### src/rtl/nn_layer_sequencer_pkg.sv
// Network shape constants and sequencer state encoding shared by the
// layer sequencer and anything that needs to know the layer geometry.
package nn_layer_sequencer_pkg;

    localparam int NUM_LAYERS = 2;
    localparam int MAX_LAYERS = 8;

    // Entries past NUM_LAYERS are placeholders so the tables always cover a 3-bit layer index.
    localparam int LAYER_IN_SIZE  [MAX_LAYERS] = '{4, 3, 1, 1, 1, 1, 1, 1};
    localparam int LAYER_OUT_SIZE [MAX_LAYERS] = '{3, 2, 1, 1, 1, 1, 1, 1};

    typedef enum logic [2:0] {
        IDLE  = 3'd0,
        BIAS  = 3'd1,
        ISSUE = 3'd2,
        DRAIN = 3'd3,
        POST  = 3'd4,
        STORE = 3'd5,
        DONE  = 3'd6
    } seq_state_t;

endpackage

### src/rtl/nn_layer_sequencer_strobe.sv
// Fixed-depth 1-bit delay line with synchronous clear; depth 0 is a wire.
module nn_strobe_delay #(
    parameter int DEPTH = 1
) (
    input  logic clk,
    input  logic clr,
    input  logic din,
    output logic dout
);

    if (DEPTH == 0) begin : g_pass
        logic unused_ok;
        assign unused_ok = clk ^ clr;
        assign dout      = din;
    end else begin : g_shift
        logic [DEPTH-1:0] sr_q;
        logic [DEPTH-1:0] sr_d;

        always_comb begin
            sr_d = DEPTH'({sr_q, din});
        end

        always_ff @(posedge clk) begin
            if (clr) sr_q <= '0;
            else     sr_q <= sr_d;
        end

        assign dout = sr_q[DEPTH-1];
    end

endmodule

### src/rtl/nn_layer_sequencer.sv
// Control FSM that walks the shared dense-layer datapath through every layer:
// bias load, input issue, read-latency drain, optional ReLU, store, repeat.
module nn_layer_sequencer
    import nn_layer_sequencer_pkg::*;
#(
    parameter int                    IDX_W     = 8,
    parameter int                    RD_LAT    = 1,
    parameter logic [NUM_LAYERS-1:0] RELU_MASK = NUM_LAYERS'(1)
) (
    input  logic             clk,
    input  logic             rst,
    input  logic             start,
    output logic             busy,
    output logic             done,
    output logic [2:0]       layer_idx,
    output logic [IDX_W-1:0] in_idx,
    output logic             issue_vld,
    output logic             acc_clr,
    output logic             acc_en,
    output logic             relu_en,
    output logic             wr_en,
    output logic             rd_sel,
    output seq_state_t       dbg_state
);

    if (NUM_LAYERS < 1 || NUM_LAYERS > MAX_LAYERS) begin : g_bad_layers
        $error("NUM_LAYERS out of range");
    end
    if (RD_LAT < 0 || RD_LAT > 4) begin : g_bad_lat
        $error("RD_LAT out of range");
    end

    logic [IDX_W-1:0] last_idx [MAX_LAYERS];
    logic [7:0]       relu_vec;

    for (genvar g = 0; g < MAX_LAYERS; g++) begin : g_size
        if (g < NUM_LAYERS &&
            (LAYER_IN_SIZE[g] < 1 || LAYER_IN_SIZE[g] > (1 << IDX_W) - 1)) begin : g_bad_size
            $error("LAYER_IN_SIZE entry does not fit IDX_W");
        end
        assign last_idx[g] = IDX_W'(LAYER_IN_SIZE[g] - 1);
    end

    assign relu_vec = 8'(RELU_MASK);

    seq_state_t       state_q,     state_d;
    logic [2:0]       layer_idx_q, layer_idx_d;
    logic [IDX_W-1:0] in_idx_q,    in_idx_d;
    logic [2:0]       drain_q,     drain_d;
    logic             rd_sel_q,    rd_sel_d;

    always_ff @(posedge clk) begin
        if (rst) begin
            state_q     <= IDLE;
            layer_idx_q <= '0;
            in_idx_q    <= '0;
            drain_q     <= '0;
            rd_sel_q    <= 1'b0;
        end else begin
            state_q     <= state_d;
            layer_idx_q <= layer_idx_d;
            in_idx_q    <= in_idx_d;
            drain_q     <= drain_d;
            rd_sel_q    <= rd_sel_d;
        end
    end

    always_comb begin
        state_d     = state_q;
        layer_idx_d = layer_idx_q;
        in_idx_d    = in_idx_q;
        drain_d     = drain_q;
        rd_sel_d    = rd_sel_q;
        case (state_q)
            IDLE: begin
                if (start) begin
                    state_d     = BIAS;
                    layer_idx_d = '0;
                    rd_sel_d    = 1'b0;
                end
            end
            BIAS: begin
                state_d  = ISSUE;
                in_idx_d = '0;
            end
            ISSUE: begin
                if (in_idx_q == last_idx[layer_idx_q]) begin
                    state_d = (RD_LAT > 0) ? DRAIN : POST;
                    drain_d = 3'(RD_LAT - 1);
                end else begin
                    in_idx_d = in_idx_q + 1'b1;
                end
            end
            DRAIN: begin
                // Wait out the read pipe so the last product lands before ReLU/store.
                if (drain_q == '0) state_d = POST;
                else               drain_d = drain_q - 1'b1;
            end
            POST:  state_d = STORE;
            STORE: begin
                if (layer_idx_q == 3'(NUM_LAYERS - 1)) begin
                    state_d = DONE;
                end else begin
                    state_d     = BIAS;
                    layer_idx_d = layer_idx_q + 1'b1;
                    rd_sel_d    = ~rd_sel_q;
                end
            end
            DONE:    state_d = IDLE;
            default: state_d = IDLE;
        endcase
    end

    assign busy      = (state_q != IDLE);
    assign done      = (state_q == DONE);
    assign acc_clr   = (state_q == BIAS);
    assign issue_vld = (state_q == ISSUE);
    assign relu_en   = (state_q == POST) && relu_vec[layer_idx_q];
    assign wr_en     = (state_q == STORE);
    assign layer_idx = layer_idx_q;
    assign in_idx    = in_idx_q;
    assign rd_sel    = rd_sel_q;
    assign dbg_state = state_q;

    nn_strobe_delay #(.DEPTH(RD_LAT)) u_acc_dly (
        .clk  (clk),
        .clr  (rst),
        .din  (issue_vld),
        .dout (acc_en)
    );

endmodule

### config.mk
export PLATFORM = sky130hd
export DESIGN_NAME = nn_layer_sequencer
export DESIGN_NICKNAME = d
export VERILOG_FILES = /design/src/rtl/nn_layer_sequencer_pkg.sv /design/src/rtl/nn_layer_sequencer_strobe.sv /design/src/rtl/nn_layer_sequencer.sv
export SDC_FILE = /design/constraint.sdc
export NUM_CORES = 1
export LEC_CHECK = 0
export BUFFER_PORTS_ARGS = -buffer_cell sky130_fd_sc_hd__buf_2
export CELL_PAD_IN_SITES_DETAIL_PLACEMENT = 0
export CELL_PAD_IN_SITES_GLOBAL_PLACEMENT = 1
export CORE_AREA = 2 2 64 66
export DETAILED_ROUTE_END_ITERATION = 10
export DIE_AREA = 0 0 66 68
export PLACE_DENSITY_LB_ADDON = 0.1
export RECOVER_POWER = 100
export SKIP_CTS_REPAIR_TIMING = 1
export SYNTH_ARGS = -nofsm -noshare
export SYNTH_HDL_FRONTEND = slang
export SYNTH_HIERARCHICAL = 1
export SYNTH_SLANG_ARGS = --single-unit
### constraint.sdc
create_clock -name clk -period 2.02 [get_ports clk]
set_input_delay 0.101 -clock clk [delete_from_list [all_inputs] [get_ports clk]]
set_output_delay 0.101 -clock clk [all_outputs]
set_load 0.02 [all_outputs]
==> run_results.csv, run 1 <==
group,metric,value,unit
place,dp.cells,240,
critical_path,crit_fanout,5,
place,dp_hpwl,2788,um
synthesis,synth_top_area_share,31.28,%
clock_network,numCtsBuffers,3,
place,port_buffers,24,
synthesis,ys_warn_count,6,
clock_network,cts_tree,"done",
clock_network,cts_max_level,1,
detailed_routing,postRouteAntennaNets,0,
synthesis,syn_inst,163,
cells_and_area,fillerInstances,435,
cells_and_area,drive_gt1_share,18.88,%
synthesis,yosys_most_used_dff,"dfxtp_1",
critical_path,rrSetupSlack,0.07,ns
place,dpl_cell_area,1520,sq um
critical_path,required,2.17,ns
sta,slew_violations,0,
cells_and_area,area.growth.synth_to_final,21.60,%
synthesis,synthTopCellsByCount,"nand2_1, dfxtp_1, a21oi_1",
floorplanning,fp.dieW,66,um
run,maxCapViolations,0,
power_and_ir_drop,vdd_drop_max,0.3769,mV
critical_path,end_kind,"flip-flop",
grt,grt_max_degree,22,
synthesis,yosysMostFrequentCell,"nand2_1",
synthesis,synth_nets,172,
clock_network,path_clk_slew,0.08,ns
synthesis,ys_types,44,
power_and_ir_drop,power_leakage,0.5918,nW
critical_path,crit_type,"reg2reg",
sta,layout_setup_ws,0.07309,ns
critical_path,arrival,2.10,ns
grt,grt_pass1_wl,5989,um
synthesis,async_flop_share,0,%
synthesis,synth_area_leader_cell,"dfxtp_1",
synthesis,syn-cell-area,1280,sq um
grt,grt_use_total,17.59,%
grt,grt_antenna_before_repair,0,
sta,skew,0.005910,ns
sta,hold_viol,0,
status,status,"finished, final reports clean",
detailed_routing,vias,1304,
detailed_routing,drc_errors,0,
detailed_routing,drt_iter0_markers,47,
synthesis,synth_edf_count,0,
detailed_routing,wl_per_cell,15.54,um
cells_and_area,num_antenna_cells,0,
synthesis,syn_avg_cell_area,7.853,sq um
sta,worst_slew_pin_slew,0.5275,ns
cells_and_area,post-route-cell-area,1556,sq um
clock_network,clkSinkCount,20,
detailed_routing,first_pass_iters,4,
power_and_ir_drop,power.density,938.4,nW/um^2
grt,overflow,0,
floorplanning,rows,23,
detailed_routing,routed_wirelength,3823,um
cells_and_area,fin_cells,246,
hold_path,hold_class,"in2reg",
sta,period_share,96.38,%
floorplanning,initial_core_util,33.19,%
floorplanning,io_pins,25,
place,pre_cts_ws,0.07253,ns
sta,slew_headroom,64.84,%
synthesis,seq_area_frac_synth,31.28,%
floorplanning,fp.dieH,68,um
detailed_routing,vias_per_cell,5.301,
cells_and_area,nets,206,
clock_network,root_buffer,"clkbuf_8",
sta,min_period,1.947,ns
place,routabilityCongestion,0.8056,
synthesis,yosys_register_bits,20,
sta,setup_violations,0,
clock_network,clockBufferDepth,2,
clock_network,clk_latency,0.26,ns
synthesis,synth_top_cells_by_area,"dfxtp_1, nand2_1, a21oi_1, ha_1, inv_1",
floorplanning,die_area,4488,sq um
sta,clock.fmax,0.5136,GHz
floorplanning,core_area,3856,sq um
grt,grt_pass1_vias,1251,
sta,hold_slack,0.1837,ns
critical_path,critPathLaunchType,"flip-flop",
-- cell usage in the layout (no fill, tap or decap), types with 4 or more instances in the layout --
master / n
nor3b_1: 4
o21ai_0: 10
inv_1: 14
nor2_1: 6
nand2_1: 21
buf_2: 7
clkbuf_8: 4
nand3_1: 4
xnor2_1: 4
a21oi_1: 14
nor3_1: 4
clkbuf_1: 20
o41ai_1: 4
buf_4: 11
ha_1: 6
dfxtp_1: 18
-- layer usage --
| layer | GRT usage [%] | vias up | routed length (um) |
|---|---|---|---|
| li1 | - | 657 | - |
| met1 | 20.14 | 614 | 1638 |
| met2 | 33.96 | 26 | 1995 |
| met3 | 2.138 | 7 | 123 |
| met5 | 0 | - | 0 |
| met4 | 5.612 | 0 | 66 |
-- final cells by class --
type	count	area [sq um]	area share, %
multi-input cells	120	790.8	50.80
flip-flops and latches	20	402.9	25.88
repair buffers	38	192.7	12.38
well taps	50	62.56	4.019
clock buffers	4	55.05	3.537
inverters	14	52.55	3.376
-- logic make-up (layout without fill, tap and decap cells) --
group / count (synthesis) / count (layout) / synth area share [%]
XOR/XNOR: 4 / 4 / 2.737
buffers and inverters: 23 / 56 / 6.842
AND/OR/NAND/NOR: 57 / 57 / 23.66
flip-flops: 20 / 20 / 31.28
AO/OA/AOI/OAI: 53 / 53 / 29.62
adder cells (fa/ha/maj): 6 / 6 / 5.865
-- registers in the layout, indices dropped and copies added (netlist names), named ones only --
register        flops
layer_idx           3
rd_sel              1
dbg_state           3
drain_q             3
u_acc_dly/dout      1
in_idx              8
-- where the power goes --
group / internal (mW) / total (mW) / switching (mW) / leakage, nW
Combinational: 0.222 / 0.662 / 0.440 / 0.400
Sequential: 0.436 / 0.486 / 0.0501 / 0.163
Clock: 0.174 / 0.313 / 0.139 / 0.0288
Total: 0.831 / 1.46 / 0.629 / 0.592
-- worst paths after layout --
| check | startpoint | to | depth (start not counted) |
|---|---|---|---|
| worst max-delay path | layer_idx[1] | dbg_state[1] | 7 |
| worst min-delay path | start | dbg_state[1] | 2 |
| worst max register to register | layer_idx[1] | dbg_state[1] | 7 |
| worst min register to register | rd_sel | rd_sel | 2 |
-- critical path, stage by stage (launching register included) --
cell      delay (ns)
dfxtp_2         0.34
inv_1           0.05
ha_1            0.21
or2_2           0.28
a211o_1         0.31
a21boi_4        0.25
o22ai_2         0.13
o221a_2         0.26
-- per-stage QoR --
| stage | util [%] | total power, mW | setup TNS (ns) |
|---|---|---|---|
| 6_report | 40.36 | 1.461 | 0 |
| 5_1_grt | 40.36 | 1.551 | -0.01090 |
| 4_1_cts | 40.85 | 1.499 | 0 |
| 3_5_place_dp | 39.42 | 1.178 | 0 |
| 3_3_place_gp | 39.42 | 1.177 | 0 |
| 2_1_floorplan | - | 0.9509 | 0 |
(Power assumes the default switching activity.)
==> inputs of run 2 (changes only) <==
--- a/config.mk
+++ b/config.mk
@@ -8,9 +8,9 @@
 export BUFFER_PORTS_ARGS = -buffer_cell sky130_fd_sc_hd__buf_2
 export CELL_PAD_IN_SITES_DETAIL_PLACEMENT = 0
 export CELL_PAD_IN_SITES_GLOBAL_PLACEMENT = 1
-export CORE_AREA = 2 2 64 66
+export CORE_AREA = 2 2 61 63
 export DETAILED_ROUTE_END_ITERATION = 10
-export DIE_AREA = 0 0 66 68
+export DIE_AREA = 0 0 63 65
 export PLACE_DENSITY_LB_ADDON = 0.1
 export RECOVER_POWER = 100
 export SKIP_CTS_REPAIR_TIMING = 1
==> constraint.sdc (replaced) <==
create_clock -name clk -period 2.06 [get_ports clk]
set_input_delay 0.103 -clock clk [delete_from_list [all_inputs] [get_ports clk]]
set_output_delay 0.103 -clock clk [all_outputs]
set_load 0.02 [all_outputs]
==> run 2 against run 1 <==
Global-route usage grew 0.34 points. Critical path depth did not move. Cell count fell by 2.8%. Flip-flop and latch count unchanged. Hold slack got worse by 0.040 ns. Utilization increased by 1.9 points. Total power shrank 12%. Worst setup slack lost 0.0037 ns. Critical path type unchanged. Largest cell class unchanged.
==> run_results.csv, run 2 (synthesis results as in run 1) <==
group,metric,value,unit
status,status,"finished, final reports clean",
grt,grt_pass1_wl,5761,um
critical_path,crit_type,"reg2reg",
sta,setup_violations,0,
detailed_routing,postRouteAntennaNets,0,
detailed_routing,wl_per_cell,14.87,um
cells_and_area,drive_gt1_share,15.18,%
detailed_routing,first_pass_iters,4,
clock_network,clkSinkCount,20,
critical_path,cpLargestDelayFamily,"compound AO/OA/AOI/OAI gates",
critical_path,r2r_cells,7,
grt,grt_max_degree,22,
power_and_ir_drop,power.density,872.6,nW/um^2
cells_and_area,num_antenna_cells,0,
critical_path,required,2.26,ns
critical_path,end_kind,"flip-flop",
sta,layout_setup_ws,0.06943,ns
sta,skew,0.003746,ns
clock_network,path_clk_slew,0.12,ns
sta,slew_violations,0,
power_and_ir_drop,total_power,1.291,mW
sta,period_share,96.63,%
power_and_ir_drop,power_leakage,0.5501,nW
grt,grt_antenna_before_repair,0,
sta,rsz0062_at_grt,"no",
power_and_ir_drop,vdd_drop_max,0.3399,mV
sta,hold_viol,0,
sta,clock.fmax,0.5024,GHz
grt,grt_use_total,17.94,%
floorplanning,fp.dieH,65,um
place,routabilityCongestion,0.8114,
cells_and_area,nets,202,
place,port_buffers,24,
critical_path,cp.depth,7,
floorplanning,core_area,3496,sq um
grt,overflow,0,
critical_path,crit_fanout,7,
critical_path,slowest_stage,"dfxtp_2",
floorplanning,initial_core_util,36.61,%
critical_path,crit_end,"dbg_state[1]",
critical_path,worstSetupStartpoint,"layer_idx[1]",
floorplanning,die_area,4095,sq um
critical_path,worstReg2RegStart,"layer_idx[1]",
critical_path,rrSetupSlack,0.07,ns
critical_path,slowest_delay,0.36,ns
detailed_routing,drt_iter0_markers,99,
floorplanning,fp.dieW,63,um
sta,setup_tns,0,ns
detailed_routing,vias_per_cell,5.335,
clock_network,numCtsBuffers,3,
hold_path,hold_class,"in2reg",
place,pre_cts_ws,0.1033,ns
clock_network,clk_latency,0.30,ns
cells_and_area,largest_reg_flops,8,
place,dp_hpwl,2638,um
sta,slew_headroom,60.24,%
critical_path,r2r_end,"dbg_state[1]",
clock_network,cts_max_level,1,
clock_network,clockBufferDepth,2,
clock_network,cts_tree,"done",
cells_and_area,area.growth.synth_to_final,15.54,%
floorplanning,rows,22,
detailed_routing,drc_errors,0,
grt,grt_pass1_vias,1180,
detailed_routing,vias,1275,
sta,worst_slew_pin_slew,0.5965,ns
critical_path,critPathLaunchType,"flip-flop",
sta,min_period,1.991,ns
detailed_routing,routed_wirelength,3553,um
run,maxCapViolations,0,
clock_network,root_buffer,"clkbuf_4",
critical_path,crit_chain,"inv_1 > ha_1 > or2_2 > a211o_1 > a21boi_4 > o22ai_2 > o221a_2",
floorplanning,io_pins,25,
critical_path,crit_buf_inv,1,
critical_path,arrival,2.19,ns
cells_and_area,layout_common_cells,"nand2_1, clkbuf_1, dfxtp_1",
[run 2: changes by cell type in the layout (fill, tap and decap cells not counted), moves of 2 or more]
cell / before / now
buf_2: 7 / 5
clkbuf_8: 4 / 0
clkbuf_4: 0 / 3
buf_4: 11 / 7
[run 2: stage by stage]
step	hold slack [ns]	std cells	utilization [%]	instance area (sq um)
finish	0.1441	239	42.30	1479
global route	0.1290	239	42.30	1479
CTS	0.1289	239	43.63	1525
detailed placement	0.4535	236	42.99	1503
global placement	0.4464	236	42.99	1503
floorplan	0.1673	163	-	1282
[run 2: layout make-up]
type	instances	area (sq um)
Fill cell	402	2017
Tap cell	48	60.06
Timing Repair Buffer	34	161.4
Clock buffer	3	22.52
Inverter	14	52.55
Multi-Input combinational cell	120	779.5
Sequential cell	20	402.9
[run 2: worst min-delay path by stage]
| stage | from | end | slack [ns] | cells after the start |
|---|---|---|---|---|
| 2_1_floorplan | rst | u_acc_dly/dout | 0.17 | 1 |
| 3_3_place_gp | start | dbg_state[1] | 0.45 | 2 |
| 3_5_place_dp | start | dbg_state[1] | 0.45 | 2 |
| 4_1_cts | start | dbg_state[1] | 0.13 | 2 |
| 5_1_grt | start | dbg_state[1] | 0.13 | 2 |
| 6_report | start | dbg_state[1] | 0.14 | 2 |
[run 2: power breakdown]
part           internal [mW]  switching (mW)  total (mW)
Combinational          0.202           0.402       0.605
Clock                 0.0682           0.125       0.193
Sequential             0.427          0.0654       0.493
Total                  0.698           0.593        1.29
[run 2: layer usage]
| layer | vias up | part of all wire [%] | routed length [um] | GRT usage (%) |
|---|---|---|---|---|
| li1 | 654 | - | - | - |
| met1 | 594 | 45 | 1607 | 21.29 |
| met2 | 23 | 50 | 1784 | 31.91 |
| met3 | 4 | 3.0 | 108 | 3.299 |
| met4 | 0 | 1.5 | 53 | 6.944 |
| met5 | - | 0 | 0 | 0 |
==> inputs of run 3 (changes only) <==
--- a/config.mk
+++ b/config.mk
@@ -12,7 +12,7 @@
 export DETAILED_ROUTE_END_ITERATION = 10
 export DIE_AREA = 0 0 63 65
 export PLACE_DENSITY_LB_ADDON = 0.1
-export RECOVER_POWER = 100
+export RECOVER_POWER = 50
 export SKIP_CTS_REPAIR_TIMING = 1
 export SYNTH_ARGS = -nofsm -noshare
 export SYNTH_HDL_FRONTEND = slang
==> run 3 against run 2 <==
Total power increased by 0.94%. Global-route usage unchanged. Combinational power increased by 2%. Clock power about the same. Sequential power about the same. Sequential share of layout area decreased by 0.27 points. Non-clock buffer count unchanged. Largest power group unchanged.
==> run_results.csv, run 3 (synthesis results as in run 1) <==
group,metric,value,unit
cells_and_area,layout_common_cells,"nand2_1, dfxtp_1, clkbuf_1",
clock_network,path_clk_slew,0.12,ns
cells_and_area,num_antenna_cells,0,
detailed_routing,vias,1283,
clock_network,root_buffer,"clkbuf_4",
floorplanning,fp.dieH,65,um
sta,slew_violations,0,
floorplanning,initial_core_util,36.61,%
sta,min_period,1.991,ns
critical_path,arrival,2.19,ns
grt,grt_max_degree,22,
detailed_routing,wl_per_cell,14.88,um
power_and_ir_drop,power.internal,0.7065,mW
critical_path,required,2.26,ns
place,dp_hpwl,2638,um
grt,grt_pass1_vias,1180,
critical_path,worstSetupStartpoint,"layer_idx[1]",
sta,setup_violations,0,
critical_path,worstReg2RegStart,"layer_idx[1]",
critical_path,crit_type,"reg2reg",
clock_network,cts_max_level,1,
clock_network,numCtsBuffers,3,
cells_and_area,layout.cells.most_common,"nand2_1",
floorplanning,fp.dieW,63,um
clock_network,cts_tree,"done",
detailed_routing,vias_per_cell,5.368,
sta,hold_slack,0.1444,ns
clock_network,clkSinkCount,20,
power_and_ir_drop,total_power,1.303,mW
sta,worst_slew_pin_slew,0.6094,ns
floorplanning,die_area,4095,sq um
sta,rsz0062_at_grt,"no",
power_and_ir_drop,p_sw_share,45.77,%
place,routabilityCongestion,0.8114,
clock_network,clockBufferDepth,2,
run,maxCapViolations,0,
hold_path,hp-start,"start",
power_and_ir_drop,p_comb_share,47.3,%
cells_and_area,nets,202,
hold_path,hold_class,"in2reg",
grt,grt_use_total,17.94,%
floorplanning,io_pins,25,
power_and_ir_drop,seqPwrFrac,37.8,%
power_and_ir_drop,power_leakage,0.5671,nW
grt,grt_antenna_before_repair,0,
grt,overflow,0,
power_and_ir_drop,switching_power,0.5962,mW
status,status,"finished, final reports clean",
sta,period_share,96.63,%
power_and_ir_drop,p_clk_share,14.9,%
clock_network,clk_latency,0.30,ns
sta,skew,0.004154,ns
sta,clock.fmax,0.5024,GHz
cells_and_area,largest_reg_flops,8,
sta,slew_headroom,59.37,%
cells_and_area,drive_gt1_share,17.80,%
grt,grt_pass1_wl,5761,um
detailed_routing,postRouteAntennaNets,0,
critical_path,end_kind,"flip-flop",
power_and_ir_drop,vdd_drop_max,0.3451,mV
cells_and_area,area.growth.synth_to_final,16.72,%
detailed_routing,drt_iter0_markers,100,
critical_path,critPathLaunchType,"flip-flop",
sta,setup_tns,0,ns
detailed_routing,first_pass_iters,4,
detailed_routing,routed_wirelength,3557,um
sta,hold_viol,0,
floorplanning,rows,22,
floorplanning,core_area,3496,sq um
place,port_buffers,24,
power_and_ir_drop,power.density,872.0,nW/um^2
critical_path,crit_fanout,7,
detailed_routing,drc_errors,0,
-- run 3: changes by cell type in the layout (fill, tap and decap cells not counted) --
cell      previous run  this run
buf_2                5         9
clkbuf_1            21        17
a41oi_1              4         3
a41oi_2              0         1
buf_4                7         8
clkbuf_2             1         0
-- run 3: final timing paths --
kind | end | slack, ns | depth (start not counted)
setup / recovery | dbg_state[1] | 0.07 | 7
hold / removal | dbg_state[1] | 0.14 | 2
setup reg to reg | dbg_state[1] | 0.07 | 7
hold reg to reg | drain_q[1] | 0.51 | 1
-- run 3: through the flow --
step | util, % | std cells | setup slack, ns | cell area [sq um]
6_report | 42.73 | 239 | 0.06945 | 1494
5_1_grt | 42.73 | 239 | 0.004004 | 1494
3_5_place_dp | 42.99 | 236 | 0.1033 | 1503
3_3_place_gp | 42.99 | 236 | 0.1663 | 1503
4_1_cts | 43.63 | 239 | 0.08277 | 1525
2_1_floorplan | - | 163 | 0.07000 | 1282
-- run 3: final cells by class --
cell class	instances	area, sq um
multi-input cells	120	787.0
fillers	398	2002
clock buffers	3	22.52
well taps	48	60.06
inverters	14	52.55
flip-flops and latches	20	402.9
repair buffers	34	168.9
-- run 3: power groups by stage --
stage | sequential (mW) | clock (mW) | combinational [mW]
detailed placement | 0.500 | 0 | 0.633
CTS | 0.491 | 0.204 | 0.637
floorplan | 0.519 | 0 | 0.414
finish | 0.493 | 0.194 | 0.617
global placement | 0.500 | 0 | 0.631
global route | 0.497 | 0.220 | 0.676
-- run 3: per-layer routing --
layer	GRT usage, %	routed length (um)	up-vias
met3	3.299	123	4
met1	21.29	1620	595
met4	6.944	54	0
met5	0	0	-
met2	31.91	1759	28
li1	-	-	656
-- run 3: critical path, cell delays in order, from the launching register on --
cell and delay [ns]:
dfxtp_2 0.36, inv_1 0.06, ha_1 0.21, or2_2 0.28
a211o_1 0.34, a21boi_4 0.26, o22ai_2 0.13, o221a_2 0.26
